--- src/rtl/sync_fifo_pkg.sv ---
// Shared defaults and sizing helpers for the synchronous FIFO slice.
// The pointer width carries one extra wrap bit beyond the address bits.
package sync_fifo_pkg;

    localparam int DEFAULT_DEPTH = 8;
    localparam int DEFAULT_WIDTH = 8;

    // Address bits plus one wrap bit that separates full from empty.
    function automatic int ptr_width(input int depth);
        return $clog2(depth) + 1;
    endfunction

    function automatic int addr_width(input int depth);
        return $clog2(depth);
    endfunction

endpackage

--- src/rtl/sync_fifo_if.sv ---
// Producer/consumer handshake bundle of the FIFO.
// The FIFO sits on the slave side; the surrounding logic drives the master side.
interface sync_fifo_if
    import sync_fifo_pkg::*;
#(
    parameter int WIDTH = DEFAULT_WIDTH
);

    logic             write;
    logic             read;
    logic [WIDTH-1:0] write_data;
    logic             full;
    logic             empty;
    logic [WIDTH-1:0] read_data;

    modport master (
        output write,
        output read,
        output write_data,
        input  full,
        input  empty,
        input  read_data
    );

    modport slave (
        input  write,
        input  read,
        input  write_data,
        output full,
        output empty,
        output read_data
    );

endinterface

--- src/rtl/fifo_mem.sv ---
// DEPTH x WIDTH storage with one write port and a registered read port.
// Storage is never cleared; only the read register returns to zero on reset.
module fifo_mem
    import sync_fifo_pkg::*;
#(
    parameter int DEPTH = DEFAULT_DEPTH,
    parameter int WIDTH = DEFAULT_WIDTH,
    localparam int AW   = addr_width(DEPTH)
) (
    input  logic             clk,
    input  logic             reset,
    input  logic             we,
    input  logic [AW-1:0]    waddr,
    input  logic [WIDTH-1:0] wdata,
    input  logic             re,
    input  logic [AW-1:0]    raddr,
    output logic [WIDTH-1:0] rdata
);

    logic [WIDTH-1:0] mem_q [DEPTH];
    logic [WIDTH-1:0] rdata_d;
    logic [WIDTH-1:0] rdata_q;

    // Read register next value: cleared by reset, loaded only on an accepted read.
    always_comb begin
        rdata_d = rdata_q;
        if (reset) begin
            rdata_d = {WIDTH{1'b0}};
        end else if (re) begin
            rdata_d = mem_q[raddr];
        end else begin
            rdata_d = rdata_q;
        end
    end

    // Read register state.
    always_ff @(posedge clk) begin
        rdata_q <= rdata_d;
    end

    // Storage write port; contents survive reset by design.
    always_ff @(posedge clk) begin
        if (we) begin
            mem_q[waddr] <= wdata;
        end
    end

    assign rdata = rdata_q;

endmodule

--- src/rtl/sync_fifo.sv ---
// Single-clock FIFO: wrap-bit pointers, status flags and push/pop accept logic.
// Flags decode only the registered pointers, so no input reaches an output combinationally.
module sync_fifo
    import sync_fifo_pkg::*;
#(
    parameter int DEPTH = DEFAULT_DEPTH,
    parameter int WIDTH = DEFAULT_WIDTH
) (
    input  logic        clk,
    input  logic        reset,
    sync_fifo_if.slave  bus
);

    localparam int AW = addr_width(DEPTH);
    localparam int PW = ptr_width(DEPTH);

    logic [PW-1:0] wptr_d;
    logic [PW-1:0] wptr_q;
    logic [PW-1:0] rptr_d;
    logic [PW-1:0] rptr_q;

    logic          full_s;
    logic          empty_s;
    logic          wr_accept_s;
    logic          rd_accept_s;
    logic          mem_we_s;
    logic          mem_re_s;

    // Status decode and accept qualification on pre-edge flags.
    always_comb begin
        empty_s     = (wptr_q == rptr_q);
        full_s      = (wptr_q[AW-1:0] == rptr_q[AW-1:0]) && (wptr_q[AW] != rptr_q[AW]);
        wr_accept_s = bus.write && !full_s;
        rd_accept_s = bus.read && !empty_s;
        mem_we_s    = wr_accept_s && !reset;
        mem_re_s    = rd_accept_s && !reset;
    end

    // Pointer next state; reset wins over any push or pop in the same cycle.
    always_comb begin
        wptr_d = wptr_q;
        rptr_d = rptr_q;
        if (reset) begin
            wptr_d = {PW{1'b0}};
            rptr_d = {PW{1'b0}};
        end else begin
            if (wr_accept_s) begin
                wptr_d = wptr_q + PW'(1);
            end else begin
                wptr_d = wptr_q;
            end
            if (rd_accept_s) begin
                rptr_d = rptr_q + PW'(1);
            end else begin
                rptr_d = rptr_q;
            end
        end
    end

    // Pointer state registers.
    always_ff @(posedge clk) begin
        wptr_q <= wptr_d;
        rptr_q <= rptr_d;
    end

    fifo_mem #(
        .DEPTH (DEPTH),
        .WIDTH (WIDTH)
    ) u_mem (
        .clk   (clk),
        .reset (reset),
        .we    (mem_we_s),
        .waddr (wptr_q[AW-1:0]),
        .wdata (bus.write_data),
        .re    (mem_re_s),
        .raddr (rptr_q[AW-1:0]),
        .rdata (bus.read_data)
    );

    assign bus.full  = full_s;
    assign bus.empty = empty_s;

endmodule

--- src/flat_wrapper.sv ---
// flat-port wrapper written by rule: the top's interface ports become plain ports
module sync_fifo_flat import sync_fifo_pkg::*;
#(
    parameter int DEPTH = DEFAULT_DEPTH,
    parameter int WIDTH = DEFAULT_WIDTH
)
  (clk, reset, bus_write, bus_read, bus_write_data, bus_full, bus_empty, bus_read_data);
  sync_fifo_if #(.WIDTH(WIDTH)) bus_i ();
  input  logic clk;
  input  logic reset;
  input wire logic [$bits(bus_i.write)-1:0] bus_write;
  input wire logic [$bits(bus_i.read)-1:0] bus_read;
  input wire logic [$bits(bus_i.write_data)-1:0] bus_write_data;
  output wire logic [$bits(bus_i.full)-1:0] bus_full;
  output wire logic [$bits(bus_i.empty)-1:0] bus_empty;
  output wire logic [$bits(bus_i.read_data)-1:0] bus_read_data;
  assign bus_i.write = bus_write;
  assign bus_i.read = bus_read;
  assign bus_i.write_data = bus_write_data;
  assign bus_full = bus_i.full;
  assign bus_empty = bus_i.empty;
  assign bus_read_data = bus_i.read_data;
  sync_fifo #(.DEPTH(DEPTH), .WIDTH(WIDTH)) u_core (.clk(clk), .reset(reset), .bus(bus_i));
endmodule
--- config.mk ---
export PLATFORM = sky130hd
export DESIGN_NAME = sync_fifo_flat
export DESIGN_NICKNAME = d
export VERILOG_FILES = /design/src/rtl/sync_fifo_pkg.sv /design/src/rtl/sync_fifo_if.sv /design/src/rtl/fifo_mem.sv /design/src/rtl/sync_fifo.sv /design/src/flat_wrapper.sv
export SDC_FILE = /design/constraint.sdc
export NUM_CORES = 1
export LEC_CHECK = 0
export CAP_MARGIN = 25
export CORE_MARGIN = 8
export CORE_UTILIZATION = 55
export CTS_CLUSTER_DIAMETER = 120
export CTS_CLUSTER_SIZE = 30
export DETAILED_ROUTE_END_ITERATION = 7
export PLACE_DENSITY = 0.75
export SLEW_MARGIN = 10
export SYNTH_ARGS = -nofsm -noshare
export SYNTH_HDL_FRONTEND = slang
export SYNTH_SLANG_ARGS = --single-unit
--- constraint.sdc ---
create_clock -name clk -period 4.3 [get_ports clk]
set_input_delay 0.43 -clock clk [delete_from_list [all_inputs] [get_ports clk]]
set_output_delay 0.43 -clock clk [all_outputs]
set_load 0.005 [all_outputs]
==> summary.md <==
| Metric | Value |
|---|---|
| Grt ovf | `0` |
| Number of synthesized register bits | `80` |
| Layout cells sized above 1 | `24.7%` |
| Diodes inserted | `0` |
| Most frequent cells in the layout | `edfxtp_1 (64), clkdlybuf4s50_1 (21), nor2_1 (18), mux4_2 (16), dfxtp_1 (16)` |
| Commonest non-fill, non-tap cell in the layout | `edfxtp_1` |
| Endpoints failing hold | `0` |
| Final Setup Violations | `0` |
| Setup TNS | `0 ps` |
| Fin. max-slew vios | `0` |
| Fmax | `0.355 GHz` |
| Slew margin rel. | `a little under two fifths` |
| Leak | `about 1.2 nW` |
| Post-synthesis cell area | `3280 um^2` |
| Worst EP required | `3870 ps` |
| Worst path max stage delay | `730 ps` |
| FP Rows | `28` |
| Crit path time final | `2820 ps` |
| Status | `finished, final reports clean` |
| Synthesized area per cell | `roughly 18 um^2` |
| Critical path class | `reg -> out` |
| ANT nets after route | `0` |
| Slowest cell on the critical path | `dfxtp_1` |
| Worst slew pin tran | `931 ps` |
| Overall Power | `1.75 mW` |
| Total of max-cap violations | `0` |
| Die X | `93.2 um` |
| Ys async rst share | `0%` |
| RSZ-0062 raised after global routing | `false` |
| # Post-CTS Setup Buffers | `0` |
| Post-synthesis cell type count | `35` |
| Peak supply drop | `0.000255 V` |
| Largest net degree at the start of global routing | `23` |
| Crit-path cells | `xor2_1 > or2_2 > nor3_1 > clkdlybuf4s50_1` |
| Vias in the first global route | `1794` |
| Syn Nets | `198` |
| Port Buffers | `21` |
| Nets | `approximately 220` |
| Initial core utilization | `a little under three fifths` |
| CP Capture Type | `primary output` |
| Clock power share | `between 30% and 40%` |
| Via/cell ratio | `5.80` |
| Reg clk slew, reported paths | `80 ps` |
| First-pass GRT wire length | `9.29 mm` |
| Post-synth EDFFs | `64` |
| Die height | `93.2 um` |
| CTS Buf Count | `9` |
| Yosys Warn Count | `0` |
| Internal Power | `1.34 mW` |
| H-tree lvl count | `3` |
| Detailed Route WL | `5.64 mm` |
| HPWL after DPL | `3.82 mm` |
| Net Sw Power | `approximately 410 uW` |
| Worst Setup Start Kind | `register` |
| Gates resized, CTS repair | `0` |
| Sw Share | `23.4%` |
| Placer Congestion | `approximately 0.80` |
| Top-area cell type share of the netlist area | `58.6%` |
| CTS hold repair buffers | `0` |
| Clock latency on the worst-skew pair | `between 300 and 400 ps` |
| Worst Hold Class | `reg -> reg` |
| Sequential power share | `approximately 51%` |
| Area Growth Syn to Fin | `14.3%` |
| WL/cell | `just under 20 um` |
| Setup skew after layout | `~5.6 ps` |
| Vias | `1681` |
| IO Count | `22` |
| Initial antenna violation count | `0` |
| Combinational cell fraction of total power | `16.0%` |
| Initial DRT Pass Iterations | `4` |
| GR Util All Layers | `between 10% and 20%` |
| DR iter-0 viols | `84` |
| WP data arrival | `2390 ps` |
| Top cell type by total area after synthesis | `edfxtp_1` |
| CTS tree | `yes` |
| Core box area | `5850 um^2` |
| Crit-path max FO | `12` |
| Residual DRC | `0` |
| Syn Inst Count | `184` |
| Area contributors post-synth | `edfxtp_1 (59%), mux4_2 (11%), dfxtp_1 (9.8%), a211oi_2 (3.1%), mux2i_1 (3.1%)` |
| Root Buffer | `clkbuf_8` |
| Synth Flop Type | `edfxtp_1` |
| Final period utilization | `65.5%` |
| PwrDens | `467 nW/um^2` |
| Total Die Area | `8680 um^2` |
| Register area share after synthesis | `68.4%` |
| Longest Clk Path Bufs | `2` |
| Num Clock Sinks | `80` |
==> Yosys cell counts, types with 2 or more instances <==
library cell / n
mux4_2: 16
or2_2: 2
xor2_1: 3
clkbuf_1: 2
a21oi_1: 2
a211oi_2: 8
buf_6: 5
inv_1: 2
xnor2_1: 2
dfxtp_1: 16
nor3_1: 4
nand2b_1: 2
or3_1: 2
nor2_1: 18
and3_1: 2
ha_1: 2
o21ai_0: 2
mux2i_1: 10
buf_2: 3
edfxtp_1: 64
nor4_1: 2
buf_4: 2
==> metal layers <==
metal	vias to the layer above	wire, um	global-route usage (%)
met4	0	191	9.80
li1	769	-	-
met3	17	374	4.89
met2	51	2710	21.7
met5	-	0	0
met1	844	2360	17.3
==> final cells by class <==
cell class                 instances  area (um^2)
clock buffer                      10          128
clock inverter                     6         83.8
fill                             390         2110
inverter                           2         7.51
multi-input combinational         89          930
sequential                        80         2240
tap                               75         93.8
timing repair buffer              28          260
==> power groups by stage <==
stage          logic, mW  registers [mW]  clock network (mW)
2_1_floorplan      0.214           0.898                   0
3_3_place_gp       0.276           0.904                   0
3_5_place_dp       0.284           0.907                   0
4_1_cts            0.286           0.889               0.593
5_1_grt            0.305           0.894               0.629
6_report           0.280           0.889               0.578
==> worst max-delay path, delay by kind of cell (launching register included) <==
| kind | cells | cell delay [ps] |
|---|---|---|
| flops | 1 | 730 |
| xor+xnor | 1 | 230 |
| simple gates | 2 | 550 |
| buf+inv | 1 | 540 |
==> flip-flops by register name, indices dropped and copies added (netlist names) <==
signal              flops
u_core.rptr_q           4
u_core.u_mem.mem_q     64
u_core.wptr_q           4
u_core.u_mem.rdata      8
==> per-stage QoR <==
step                setup WS [ps]  util (%)  cell area, um^2  std cells  hold slack [ps]
floorplan                    2060         -             3280        184              494
global route                 1270      64.0             3740        290              567
global placement             1360      60.3             3530        273              514
detailed placement           1520      60.4             3530        274              526
finish                       1480      64.0             3740        290              530
CTS                          1450      64.0             3740        290              539
==> kinds of logic (layout without fill, tap and decap cells) <==
kind of cell | after synthesis | after routing | synth area share (%)
flip-flops | 80 | 80 | 68.4
AND/OR/NAND/NOR | 37 | 37 | 5.50
multiplexers | 27 | 27 | 14.4
AO/OA/AOI/OAI | 16 | 16 | 5.04
buffers and inverters | 15 | 46 | 3.21
XOR/XNOR | 7 | 7 | 2.67
adder cells (fa/ha/maj) | 2 | 2 | 0.764
==> path summary, 6_finish.rpt <==
path                            slack [ps]                  endpoint             start  depth (start not counted)
worst max-delay path                  1480                  bus_full  u_core.rptr_q[1]                          4
worst min-delay path                   530          u_core.wptr_q[3]  u_core.wptr_q[3]                          2
worst max register to register        1530  u_core.u_mem.mem_q[3][2]  u_core.rptr_q[1]                          4
worst min register to register         530          u_core.wptr_q[3]  u_core.wptr_q[3]                          2
No activity file was read; power rests on OpenSTA's default activity.
